### config.mk
export PLATFORM = sky130hd
export DESIGN_NAME = note_sprite_renderer
export DESIGN_NICKNAME = d
export VERILOG_FILES = /design/src/rtl/note_sprite_pkg.sv /design/src/rtl/note_glyph_rom.sv /design/src/rtl/note_sprite_renderer.sv
export SDC_FILE = /design/constraint.sdc
export NUM_CORES = 1
export LEC_CHECK = 0
export ABC_AREA = 1
export BUFFER_PORTS_ARGS = -buffer_cell sky130_fd_sc_hd__buf_2
export CAP_MARGIN = 10
export CELL_PAD_IN_SITES_DETAIL_PLACEMENT = 1
export CELL_PAD_IN_SITES_GLOBAL_PLACEMENT = 1
export CORE_ASPECT_RATIO = 0.7
export CORE_MARGIN = 2
export CORE_UTILIZATION = 40
export DETAILED_ROUTE_END_ITERATION = 12
export MAX_ROUTING_LAYER = met4
export PLACE_DENSITY_LB_ADDON = 0.1
export SYNTH_ARGS = -nofsm -noshare
export SYNTH_HDL_FRONTEND = slang
export SYNTH_SLANG_ARGS = --single-unit
export TNS_END_PERCENT = 5
### constraint.sdc
create_clock -name clk -period 13.8 [get_ports clk]
set_input_delay 2.76 -clock clk [delete_from_list [all_inputs] [get_ports clk]]
set_output_delay 2.76 -clock clk [all_outputs]
set_load 0.01 [all_outputs]
### src/rtl/note_sprite_pkg.sv
// -----------------------------------------------------------------------------
// note_sprite_pkg
// Shared definitions for the note sprite renderer: glyph identifiers, the
// note-head row span table, stem/hollow/flag geometry and a helper that
// answers "is this glyph pixel inked?" for any (glyph, row, col) triple.
// Coordinates are in the unflipped orientation (stem down on the left).
// -----------------------------------------------------------------------------
package note_sprite_pkg;

    typedef enum logic [1:0] {
        GLYPH_QUARTER = 2'd0,
        GLYPH_HALF    = 2'd1,
        GLYPH_WHOLE   = 2'd2,
        GLYPH_EIGHTH  = 2'd3
    } glyph_id_e;

    // Note head: rows 7..14, each row filled from col 1 to HEAD_COL_LAST[row-7].
    localparam int HEAD_ROW_FIRST = 7;
    localparam int HEAD_ROW_LAST  = 14;
    localparam int HEAD_COL_FIRST = 1;
    localparam logic [7:0][4:0] HEAD_COL_LAST = {
        5'd11, 5'd13, 5'd14, 5'd15, 5'd15, 5'd14, 5'd13, 5'd11
    };

    // Hollow centre used by the half and whole notes.
    localparam int HOLLOW_ROW_FIRST = 9;
    localparam int HOLLOW_ROW_LAST  = 12;
    localparam int HOLLOW_COL_FIRST = 4;
    localparam int HOLLOW_COL_LAST  = 11;

    // Stem runs down the left edge from the head to the bottom of the glyph.
    localparam int STEM_COL_FIRST = 0;
    localparam int STEM_COL_LAST  = 1;
    localparam int STEM_ROW_FIRST = 7;
    localparam int STEM_ROW_LAST  = 29;

    // Eighth-note flag: a two-pixel-wide diagonal, pixels (2+k, 20+k) and (3+k, 20+k).
    localparam int FLAG_ROW_FIRST = 20;
    localparam int FLAG_LEN       = 8;
    localparam int FLAG_COL_FIRST = 2;

    function automatic logic glyph_px(input int glyph, input int row, input int col);
        logic head;
        logic hollow;
        logic stem;
        logic flag;
        logic px;
        head = 1'b0;
        if (row >= HEAD_ROW_FIRST && row <= HEAD_ROW_LAST)
            head = (col >= HEAD_COL_FIRST) &&
                   (col <= int'(HEAD_COL_LAST[3'(row - HEAD_ROW_FIRST)]));
        hollow = (row >= HOLLOW_ROW_FIRST) && (row <= HOLLOW_ROW_LAST) &&
                 (col >= HOLLOW_COL_FIRST) && (col <= HOLLOW_COL_LAST);
        stem   = (col >= STEM_COL_FIRST) && (col <= STEM_COL_LAST) &&
                 (row >= STEM_ROW_FIRST) && (row <= STEM_ROW_LAST);
        flag   = (row >= FLAG_ROW_FIRST) && (row < FLAG_ROW_FIRST + FLAG_LEN) &&
                 ((col == FLAG_COL_FIRST + (row - FLAG_ROW_FIRST)) ||
                  (col == FLAG_COL_FIRST + 1 + (row - FLAG_ROW_FIRST)));
        case (glyph)
            int'(GLYPH_QUARTER): px = head | stem;
            int'(GLYPH_HALF):    px = (head & ~hollow) | stem;
            int'(GLYPH_WHOLE):   px = head & ~hollow;
            int'(GLYPH_EIGHTH):  px = head | stem | flag;
            default:             px = 1'b0;
        endcase
        return px;
    endfunction

endpackage

### src/rtl/note_glyph_rom.sv
// -----------------------------------------------------------------------------
// note_glyph_rom
// One-bit-wide glyph bitmap ROM, NUM_GLYPHS*GLYPH_W*GLYPH_H deep, laid out as
// glyph-major, then row-major. The image is a constant built at elaboration
// from the package geometry, so it maps to a ROM/LUT rather than a RAM.
// Slots beyond the four defined glyphs are blank.
//   clk       in   pixel clock
//   addr      in   glyph*W*H + row*W + col
//   pixel_out out  ink bit, registered (one cycle read latency)
// -----------------------------------------------------------------------------
module note_glyph_rom
    import note_sprite_pkg::*;
#(
    parameter int GLYPH_W    = 20,
    parameter int GLYPH_H    = 30,
    parameter int NUM_GLYPHS = 4,
    parameter int ADDR_W     = $clog2(NUM_GLYPHS * GLYPH_W * GLYPH_H)
) (
    input  logic              clk,
    input  logic [ADDR_W-1:0] addr,
    output logic              pixel_out
);

    localparam int DEPTH = NUM_GLYPHS * GLYPH_W * GLYPH_H;
    localparam logic [ADDR_W-1:0] LAST_ADDR = ADDR_W'(DEPTH - 1);

    logic [DEPTH-1:0] rom_img;
    logic             pixel_q;

    for (genvar g = 0; g < NUM_GLYPHS; g++) begin : g_glyph
        for (genvar r = 0; r < GLYPH_H; r++) begin : g_row
            for (genvar c = 0; c < GLYPH_W; c++) begin : g_col
                assign rom_img[g*GLYPH_W*GLYPH_H + r*GLYPH_W + c] = glyph_px(g, r, c);
            end
        end
    end

    // Guard keeps non-power-of-two depths from reading past the image.
    always_ff @(posedge clk) begin
        pixel_q <= (addr <= LAST_ADDR) ? rom_img[addr] : 1'b0;
    end

    assign pixel_out = pixel_q;

endmodule

### src/rtl/note_sprite_renderer.sv
// -----------------------------------------------------------------------------
// note_sprite_renderer
// Draws one music-note glyph at a per-frame latched position, with optional
// 180-degree rotation and 2x scaling, and returns a one-bit ink flag per
// scanned pixel two clocks after the pixel's coordinates are presented.
//   clk, reset            pixel clock, async active-high reset
//   frame_start           loads the shadow sprite registers from spr_*
//   de, hcount, vcount    scan position (valid when de=1)
//   spr_en/x/y/glyph/flip/scale2x   staged sprite attributes
//   pixel_valid           de delayed 2 cycles
//   hit                   pixel inside sprite box, delayed 2 cycles
//   pixel_on              glyph ink at this pixel, delayed 2 cycles
// -----------------------------------------------------------------------------
module note_sprite_renderer
    import note_sprite_pkg::*;
#(
    parameter int GLYPH_W    = 20,
    parameter int GLYPH_H    = 30,
    parameter int NUM_GLYPHS = 4,
    parameter int COORD_W    = 10
) (
    input  logic                          clk,
    input  logic                          reset,
    input  logic                          frame_start,
    input  logic                          de,
    input  logic [COORD_W-1:0]            hcount,
    input  logic [COORD_W-1:0]            vcount,
    input  logic                          spr_en,
    input  logic [COORD_W-1:0]            spr_x,
    input  logic [COORD_W-1:0]            spr_y,
    input  logic [$clog2(NUM_GLYPHS)-1:0] spr_glyph,
    input  logic                          spr_flip,
    input  logic                          spr_scale2x,
    output logic                          pixel_valid,
    output logic                          hit,
    output logic                          pixel_on
);

    localparam int GSEL_W = $clog2(NUM_GLYPHS);
    localparam int ADDR_W = $clog2(NUM_GLYPHS * GLYPH_W * GLYPH_H);
    localparam int EXT_W  = COORD_W + 2;

    // Shadow sprite registers
    logic               en_q,    en_d;
    logic [COORD_W-1:0] x_q,     x_d;
    logic [COORD_W-1:0] y_q,     y_d;
    logic [GSEL_W-1:0]  glyph_q, glyph_d;
    logic               flip_q,  flip_d;
    logic               scale_q, scale_d;

    // Pipeline
    logic               hit1_q,   hit1_d;
    logic               valid1_q, valid1_d;
    logic [ADDR_W-1:0]  addr_q,   addr_d;
    logic               hit2_q;
    logic               valid2_q;
    logic               rom_bit;

    always_comb begin
        en_d    = en_q;
        x_d     = x_q;
        y_d     = y_q;
        glyph_d = glyph_q;
        flip_d  = flip_q;
        scale_d = scale_q;
        if (frame_start) begin
            en_d    = spr_en;
            x_d     = spr_x;
            y_d     = spr_y;
            glyph_d = spr_glyph;
            flip_d  = spr_flip;
            scale_d = spr_scale2x;
        end
    end

    // Stage 1: box test and ROM address, using the shadow values held before
    // this edge. The box end is computed two bits wider than the screen so a
    // sprite near the right/bottom edge is clipped instead of wrapping to 0.
    logic [EXT_W-1:0]   h_ext, v_ext, x_ext, y_ext, x_end, y_end;
    logic               in_box;
    logic [COORD_W-1:0] dx, dy;
    logic [31:0]        col, row, col_f, row_f;

    always_comb begin
        h_ext  = EXT_W'(hcount);
        v_ext  = EXT_W'(vcount);
        x_ext  = EXT_W'(x_q);
        y_ext  = EXT_W'(y_q);
        x_end  = x_ext + (scale_q ? EXT_W'(2 * GLYPH_W) : EXT_W'(GLYPH_W));
        y_end  = y_ext + (scale_q ? EXT_W'(2 * GLYPH_H) : EXT_W'(GLYPH_H));
        in_box = (h_ext >= x_ext) && (h_ext < x_end) &&
                 (v_ext >= y_ext) && (v_ext < y_end);

        // Only meaningful inside the box; outside, the address is don't-care.
        dx    = hcount - x_q;
        dy    = vcount - y_q;
        col   = 32'(dx) >> scale_q;
        row   = 32'(dy) >> scale_q;
        col_f = flip_q ? 32'(GLYPH_W - 1) - col : col;
        row_f = flip_q ? 32'(GLYPH_H - 1) - row : row;
        addr_d = ADDR_W'(32'(glyph_q) * 32'(GLYPH_W * GLYPH_H) +
                         row_f * 32'(GLYPH_W) + col_f);

        hit1_d   = de & en_q & in_box;
        valid1_d = de;
    end

    always_ff @(posedge clk or posedge reset) begin
        if (reset) begin
            en_q     <= 1'b0;
            x_q      <= '0;
            y_q      <= '0;
            glyph_q  <= '0;
            flip_q   <= 1'b0;
            scale_q  <= 1'b0;
            hit1_q   <= 1'b0;
            valid1_q <= 1'b0;
            addr_q   <= '0;
            hit2_q   <= 1'b0;
            valid2_q <= 1'b0;
        end else begin
            en_q     <= en_d;
            x_q      <= x_d;
            y_q      <= y_d;
            glyph_q  <= glyph_d;
            flip_q   <= flip_d;
            scale_q  <= scale_d;
            hit1_q   <= hit1_d;
            valid1_q <= valid1_d;
            addr_q   <= addr_d;
            hit2_q   <= hit1_q;
            valid2_q <= valid1_q;
        end
    end

    // Stage 2: ROM read aligned with hit2_q/valid2_q.
    note_glyph_rom #(
        .GLYPH_W    (GLYPH_W),
        .GLYPH_H    (GLYPH_H),
        .NUM_GLYPHS (NUM_GLYPHS),
        .ADDR_W     (ADDR_W)
    ) u_rom (
        .clk       (clk),
        .addr      (addr_q),
        .pixel_out (rom_bit)
    );

    // The ROM register has no reset; gating by hit2_q keeps pixel_on at 0
    // through reset and outside the sprite.
    assign pixel_on    = hit2_q & rom_bit;
    assign hit         = hit2_q;
    assign pixel_valid = valid2_q;

endmodule

# == Word-level counts from Yosys, hierarchy flattened ==
# Memory sizes are Yosys's and may differ from the RTL's. A register that Yosys moved wholly into a read port is not among the register bits.
# Index checks and enable logic that the tools add are counted.
# totals
ff_bits,41
mem_count,1
rom_bits,4096
elab_cells,40
in_bits,49
# memory_table
memory,words,word_bits,read_ports,rd_ports_with_merged_regs,wr,line_no,rtl
(name not given),4096,1,1,1,0,note_glyph_rom.sv:40,pixel_q <= (addr <= LAST_ADDR) ? rom_img[addr] : 1'b0;
# classes
order_cmp,5
n_mux,4
n_shift,2
n_mul,2
addsub,8
n_reduce_logical,4
bitwise_logic,3
# op_table
op,n
$mul 32x3->10 const B,1
$mux 32,1
$shr 10x1->32,1
$sub 5x32->32 const A,1
$add 12x12->12,2
$add 10x6->11,2
$lt 10x11->1,2
$ge 10x10->1,2
$sub 10x10->10,2
$le 12x12->1 const B,1
$mux 12,1
$mux 6,2
$shr 10x1->12,1
$sub 5x12->12 const A,1
$mul 2x7->9 const B,1
$and 1x1->1,3
$logic_and 1x1->1,3
$logic_not 1->1,1

# == Depth between registers and ports, before layout ==
# Gate-level depths: netlist of run 1.
# logic_depth
depth_word,7
ltp_mapped,37

# == Hierarchy ==
# Synthesis of run 1 repeated with hierarchy kept, for this count alone.
# hier_totals
cells_unflattened,810
hier_area_um2,5672.9
# modules_own_cells
module,area_per_inst_um2,cells_per_inst,seq_area_each_um2,instances
note_sprite_renderer,4723.3,630,1026.0,1
note_glyph_rom,949.7,180,20.0,1

# == Worst setup path before layout of run 1 ==
# OpenSTA, ideal clock, no wires.
# synth_timing
kind,input to register
from,input port vcount[0]
to,register addr_q[11]
arrival_ns,7.447
stages,31
required_time_ns,13.683
path_buffers,0
path_slack_ns,6.237
cell_sequence,inv_1 ha_1 inv_1 fa_1 xnor2_1 o21ai_0 ha_1 nand2_1 inv_1 nand2_4 nor2_8 xor2_1 ha_1 ha_1 a21oi_1 nand2_1 a21o_1 a21oi_1 xor2_1 fa_1 inv_1 ha_1 nand2_1 o31ai_1 nand3_1 nand2_1 inv_1 nand2_1 nand2_1 nand2_1 nand2_1
# synth_via
elab_chain_len,7
# synth_lines
element,line_no,rtl
start: declaration,note_sprite_renderer.sv:27,"input logic [COORD_W-1:0] vcount,"
$sub 10x10->10 (*),note_sprite_renderer.sv:96,dy = vcount - y_q;
$shr 10x1->32 (*),note_sprite_renderer.sv:98,row = 32'(dy) >> scale_q;
$sub 5x32->32,note_sprite_renderer.sv:100,row_f = flip_q ? 32'(GLYPH_H - 1) - row : row;
$mux 32 (*),note_sprite_renderer.sv:100,
$mul 32x3->10 (*),note_sprite_renderer.sv:102,row_f * 32'(GLYPH_W) + col_f);
$add 12x12->12 (*),note_sprite_renderer.sv:101,addr_d = ADDR_W'(32'(glyph_q) * 32'(GLYPH_W * GLYPH_H) +
$add 12x12->12 (*),note_sprite_renderer.sv:102,
via addr_d[11],note_sprite_renderer.sv:54,"logic [ADDR_W-1:0] addr_q, addr_d;"
end signal: assignment,note_sprite_renderer.sv:130,addr_q <= addr_d;
end: declaration,note_sprite_renderer.sv:54,
# Mark *: on every way through the listed nets, which the timed path passes. The rest lies on a longest branch.
# A chain may end at the register's enable or synchronous reset.

# == Worst setup path after layout of run 1 ==
# Ends and elaborated chain as after synthesis.

==> results of run 1 <==
-- Yosys cell counts, drive strengths merged, types with 2 or more instances --
cell / count
nand4: 10
o31ai: 2
o211ai: 8
a21o: 3
a31oi: 5
clkbuf: 12
or2: 3
o2111ai: 5
nor4: 3
nor3: 4
nor2: 29
nand3: 66
a211oi: 3
dfrtp: 41
ha: 82
o21a: 2
o22ai: 4
buf: 6
mux2: 3
o21ai: 65
xor2: 23
xnor2: 20
nand2: 195
inv: 117
fa: 13
a21oi: 44
-- power by group through the flow --
stage	Sequential, uW	Clock [uW]	Combinational, uW
after detailed placement	208	0	989
after CTS	205	133	1000
after global routing	211	137	1140
after global placement	207	0	944
after floorplan	179	0	778
final	206	129	995
-- registers in the layout, summed over array words and instances, names as in the netlist --
signal / flops
en_q: 1
u_rom.pixel_out: 1
hit: 1
glyph_q: 2
x_q: 10
pixel_valid: 1
hit1_q: 1
valid1_q: 1
y_q: 10
flip_q: 1
scale_q: 1
addr_q: 12
-- critical path, delay by kind of cell --
family | cells | cell delay [ns]
compound gates | 5 | 1.31
xor+xnor | 3 | 0.54
fa+ha+maj | 7 | 2.30
buf+inv | 6 | 0.46
simple gates | 11 | 0.87
-- per-stage QoR --
| stage | cell area [sq um] | instances | setup WS (ns) | power, uW | util |
|---|---|---|---|---|---|
| 3_3_place_gp | 5960 | 995 | 5.69 | 1150 | 0.446 |
| 4_1_cts | 6110 | 1003 | 5.65 | 1340 | 0.457 |
| 6_report | 6110 | 1003 | 5.73 | 1330 | 0.457 |
| 3_5_place_dp | 5960 | 995 | 5.34 | 1200 | 0.446 |
| 2_1_floorplan | 5540 | 776 | 6.24 | 958 | - |
| 5_1_grt | 6110 | 1003 | 5.23 | 1480 | 0.457 |
-- metal layers --
metal  up-vias  wire length, microns  global-route usage
li1       2655                     -                   -
met1      2498                  8740               0.350
met2        62                  6940               0.384
met3         7                   448              0.0262
met4         0                    90              0.0314
met5         -                     0                   -
-- worst paths after layout --
kind                            startpoint          end  depth (start not counted)
worst max-delay path             vcount[0]   addr_q[11]                         32
worst min-delay path              valid1_q  pixel_valid                          0
worst max register to register      y_q[0]   addr_q[11]                         30
worst min register to register    valid1_q  pixel_valid                          0
max in group asynchronous            reset    addr_q[4]                          2
min in group asynchronous            reset       x_q[5]                          2
-- cell families (layout without fill, tap and decap cells) --
kind of cell | after synthesis | after routing
buffers and inverters | 135 | 177
flip-flops | 42 | 42
adder cells (fa/ha/maj) | 95 | 95
AND/OR/NAND/NOR | 312 | 312
multiplexers | 3 | 3
AO/OA/AOI/OAI | 146 | 146
XOR/XNOR | 43 | 43
-- cell type report --
cell class / instances / area, sq um
flip-flops and latches: 42 / 1050
clock inverters: 3 / 28.8
repair buffers: 52 / 263
multi-input cells: 599 / 3980
clock buffers: 5 / 125
inverters: 117 / 439
well taps: 185 / 231
fillers: 1732 / 7250
==> metrics.md, run 1 <==
| Metric | Value |
|---|---|
| Status | finished, final reports clean |
| Vias in the first global route | 5472 |
| # DRC | 0 |
| WL final | 16.2 mm |
| Syn Area/Cell | 7.13 sq um |
| Antenna viol nets, final | 0 |
| Post-Syn Area | 5540 sq um |
| Max Root-Sink Buffers | 2 |
| Die W | 145 microns |
| Part of the power in registers | 0.155 |
| Cell type with the largest total area after synthesis | dfrtp_1 |
| Net Sw Frac | 0.533 |
| Iter 0 DRT Violations | 157 |
| Post-synthesis compound-gate area fraction | 0.154 |
| Vias post-DR | 5222 |
| Count of final hold-check violations | 0 |
| Commonest non-fill, non-tap cells in the layout | nand2_1 (173), inv_1 (109), ha_1 (82), nand3_1 (62), o21ai_0 (53) |
| Clk sink count | 42 |
| Synth Warn # | 0 |
| Area share of fa/ha/maj cells after synthesis | 0.232 |
| Simple-gate share of the synthesized area | 0.258 |
| CP Capture Type | register |
| Drt wl/cell | 16.2 microns |
| CP peak stage delay | 0.48 ns |
| Clock skew | 0.0130 ns |
| Layout area overhead | 10.4% |
| I/O pin count | 52 |
| Critical path launch point type | input port |
| CTS tree | yes |
| Fmax | 0.124 GHz |
| Tot GR Track Use | 0.244 |
| Syn_nets | 920 |
| Root buf cell | clkbuf_16 |
| Asr flop ratio synth | 0.976 |
| I/O Buffers | 51 |
| Combinational power share | 0.748 |
| Clock group share of total power | 0.097 |
| Pwr dens | 218 nW/um^2 |
| Max transition margin | 0.362 |
| Synth top area share | 0.185 |
| Area contributors post-synth | dfrtp_1 (19%), ha_1 (19%), nand2_1 (12%) |
| Core Area | 13400 sq um |
| Crit path time final | 8.07 ns |
| Worst Max-Slew Pin Slew | 0.956 ns |
| Post-cts sizing count | 0 |
| Post-synthesis xor/xnor area fraction | 0.0680 |
| Hold Slack | 0.356 ns |
| Routability cong. | 0.914 |
| Yosys cell types | 46 |
| Max Cap Viol | 0 |
| CTS Buf Count | 5 |
| Layout cells sized above 1 | 0.134 |
| Maximum vdd drop | 0.138 mV |
| CP Data Arrival Time | 8.26 ns |
| CP max-delay cell | o21ai_0 |
| CP required | 13.99 ns |
| Initial antenna violation count | 0 |
| Post-synth EDFFs | 0 |
| WS Path Type | in -> reg |
| Fin Setup TNS | 0 ns |
| Mapped Cells | 776 |
| Antenna diodes | 0 |
| First-pass GRT wire length | 27.7 mm |
| Reg clk slew, reported paths | 0.08 ns |
| Seq/Total Area, Yosys | 0.189 |
| Worst-Skew Late Latency | 0.30 ns |
| Crit-path max FO | 5 |
| Post-CTS Setup Inserts | 0 |
| Tcrit/Tclk final | 0.585 |
| Most common cell after layout, fill and taps aside | nand2_1 |
| Synth Flop Type | dfrtp_1 |
| Grt ovf | 0 |
| Dpl hpwl | 13.5 mm |
| Hold-fix buffers at CTS | 0 |
| Die Y | 102 microns |
| Main combinational cell family by area after synthesis | simple AND/OR/NAND/NOR gates |
| FF+latch count, synth | 42 |
| Die area | 14800 sq um |
| Initial Util | 0.414 |
| Hold Path Class | reg -> reg |
| Slew Limit Fails | 0 |
| Mux contribution to synthesized area | 0.00610 |
| RSZ-0062 raised after global routing | no |
| Final setup violating endpoints | 0 |
| Top cell by count, worst path | nand2_1 |
| Vias/cell | 5.21 |
| Power Internal | 621 uW |
| Largest net degree at the start of global routing | 48 |
| Drt first pass iters | 5 |
| H-tree levels | 2 |
| Row Count | 35 |
| LEAKAGE | 0.00322 uW |
| # nets final | 961 |
| R2r setup slk | 7.97 ns |
| Switch Pwr | 709 uW |
No activity file was read; power rests on OpenSTA's default activity.
==> run 2: changes to the inputs <==
==> constraint.sdc (replaced) <==
create_clock -name clk -period 7.5 [get_ports clk]
set_input_delay 1.5 -clock clk [delete_from_list [all_inputs] [get_ports clk]]
set_output_delay 1.5 -clock clk [all_outputs]
set_load 0.01 [all_outputs]
==> metrics.md, run 2 (synthesis results as in run 1) <==
| Metric | Value |
|---|---|
| Largest regs | addr_q: 12 flops, x_q: 10 flops, y_q: 10 flops |
| Dpl hpwl | 13.3 mm |
| Top cell by count, worst path | nand2_1 |
| WS Path Type | in -> reg |
| Hold Slack | 0.358 ns |
| LEAKAGE | 0.00322 uW |
| Routability cong. | 0.921 |
| Tot GR Track Use | 0.235 |
| Post-cts sizing count | 0 |
| Worst-Skew Late Latency | 0.30 ns |
| Reg clk slew, reported paths | 0.07 ns |
| Grt ovf | 0 |
| First-pass GRT wire length | 26.6 mm |
| Most common cell after layout, fill and taps aside | nand2_1 |
| Slew Limit Fails | 0 |
| Crit-path max FO | 5 |
| CP Capture Type | register |
| Row Count | 35 |
| # DRC | 0 |
| CP endpoint | addr_q[11] |
| Critical path launch point type | input port |
| Max Root-Sink Buffers | 2 |
| WL final | 16.0 mm |
| Vias/cell | 5.30 |
| Max transition margin | 0.369 |
| Most flop-heavy register | addr_q |
| Worst Max-Slew Pin Slew | 0.946 ns |
| Drt wl/cell | 15.9 microns |
| Clk sink count | 42 |
| Vias in the first global route | 5376 |
| Crit path time final | 6.74 ns |
| Tcrit/Tclk final | 0.899 |
| Vias post-DR | 5312 |
| R2r setup slk | 1.74 ns |
| Pwr dens | 396 nW/um^2 |
| Core Area | 13400 sq um |
| Layout area overhead | 10.4% |
| Final setup violating endpoints | 0 |
| Largest net degree at the start of global routing | 48 |
| Reg2reg end | addr_q[11] |
| Critical path launch point | vcount[0] |
| Fmax | 0.148 GHz |
| Max Cap Viol | 0 |
| Antenna diodes | 0 |
| CP Data Arrival Time | 6.93 ns |
| Antenna viol nets, final | 0 |
| CP required | 7.69 ns |
| I/O pin count | 52 |
| Commonest non-fill, non-tap cells in the layout | nand2_1 (173), inv_1 (109), ha_1 (82), nand3_1 (62), o21ai_0 (53) |
| Die area | 14800 sq um |
| Hold-fix buffers at CTS | 0 |
| I/O Buffers | 51 |
| Post-CTS Setup Inserts | 0 |
| CTS tree | yes |
| Layout cells sized above 1 | 0.134 |
| Hold Path Class | reg -> reg |
| Clock skew | 0.00912 ns |
| Count of final hold-check violations | 0 |
| Root buf cell | clkbuf_16 |
| CP peak stage delay | 0.49 ns |
| RSZ-0062 raised after global routing | no |
| Die Y | 102 microns |
| Status | finished, final reports clean |
| Iter 0 DRT Violations | 275 |
| CTS Buf Count | 5 |
| # nets final | 961 |
| WHS Path Cells | 0 |
| Max reg flops | 12 |
| Worst Reg-to-Reg Cells | 30 |
| Initial antenna violation count | 0 |
| R2r startpoint | y_q[0] |
| Die W | 145 microns |
| Maximum vdd drop | 0.268 mV |
| Initial Util | 0.414 |
| CP max-delay cell | o21ai_0 |
| H-tree levels | 2 |
| Drt first pass iters | 4 |
| Fin Setup TNS | 0 ns |
run 2: cell counts in the layout (fill, tap and decap cells not counted):
No cell type changed its count.
run 2: final cells by class:
class | count | area, sq um
inverters | 117 | 439
multi-input cells | 599 | 3980
clock buffers | 5 | 125
fillers | 1765 | 7250
well taps | 185 | 231
repair buffers | 52 | 263
clock inverters | 3 | 28.8
flip-flops and latches | 42 | 1050
run 2: stage by stage:
step,instance area (sq um),power [uW],util,cells,setup WS [ns]
global route,6110,2720,0.457,1003,0.0315
detailed placement,5960,2180,0.446,995,0.362
global placement,5960,2120,0.446,995,0.656
floorplan,5540,1760,-,776,1.20
CTS,6110,2430,0.457,1003,0.646
finish,6110,2420,0.457,1003,0.759
run 2: metal layers:
| layer | routed length (microns) | vias to the layer above | global-route usage |
|---|---|---|---|
| met4 | 98 | 0 | 0.0358 |
| li1 | - | 2661 | - |
| met1 | 8540 | 2570 | 0.338 |
| met5 | 0 | - | - |
| met3 | 479 | 7 | 0.0244 |
| met2 | 6840 | 74 | 0.364 |
run 2: worst min path at each step:
| stage | startpoint | end |
|---|---|---|
| after floorplan | hit1_q | hit |
| after global placement | valid1_q | pixel_valid |
| after detailed placement | valid1_q | pixel_valid |
| after CTS | valid1_q | pixel_valid |
| after global routing | valid1_q | pixel_valid |
| final | valid1_q | pixel_valid |
run 2: power by group:
group / switching, uW / internal, uW
Combinational: 1090 / 716
Clock: 107 / 128
Sequential: 83.3 / 294
run 2: worst max-delay path: cells and delay by family:
kind	cells	cell delay (ns)
adders and majority gates	7	2.32
AOI/OAI and AO/OA	5	1.30
and+or+nand+nor	11	0.84
xor gates and xnor gates	3	0.50
buffers and inverters	6	0.44
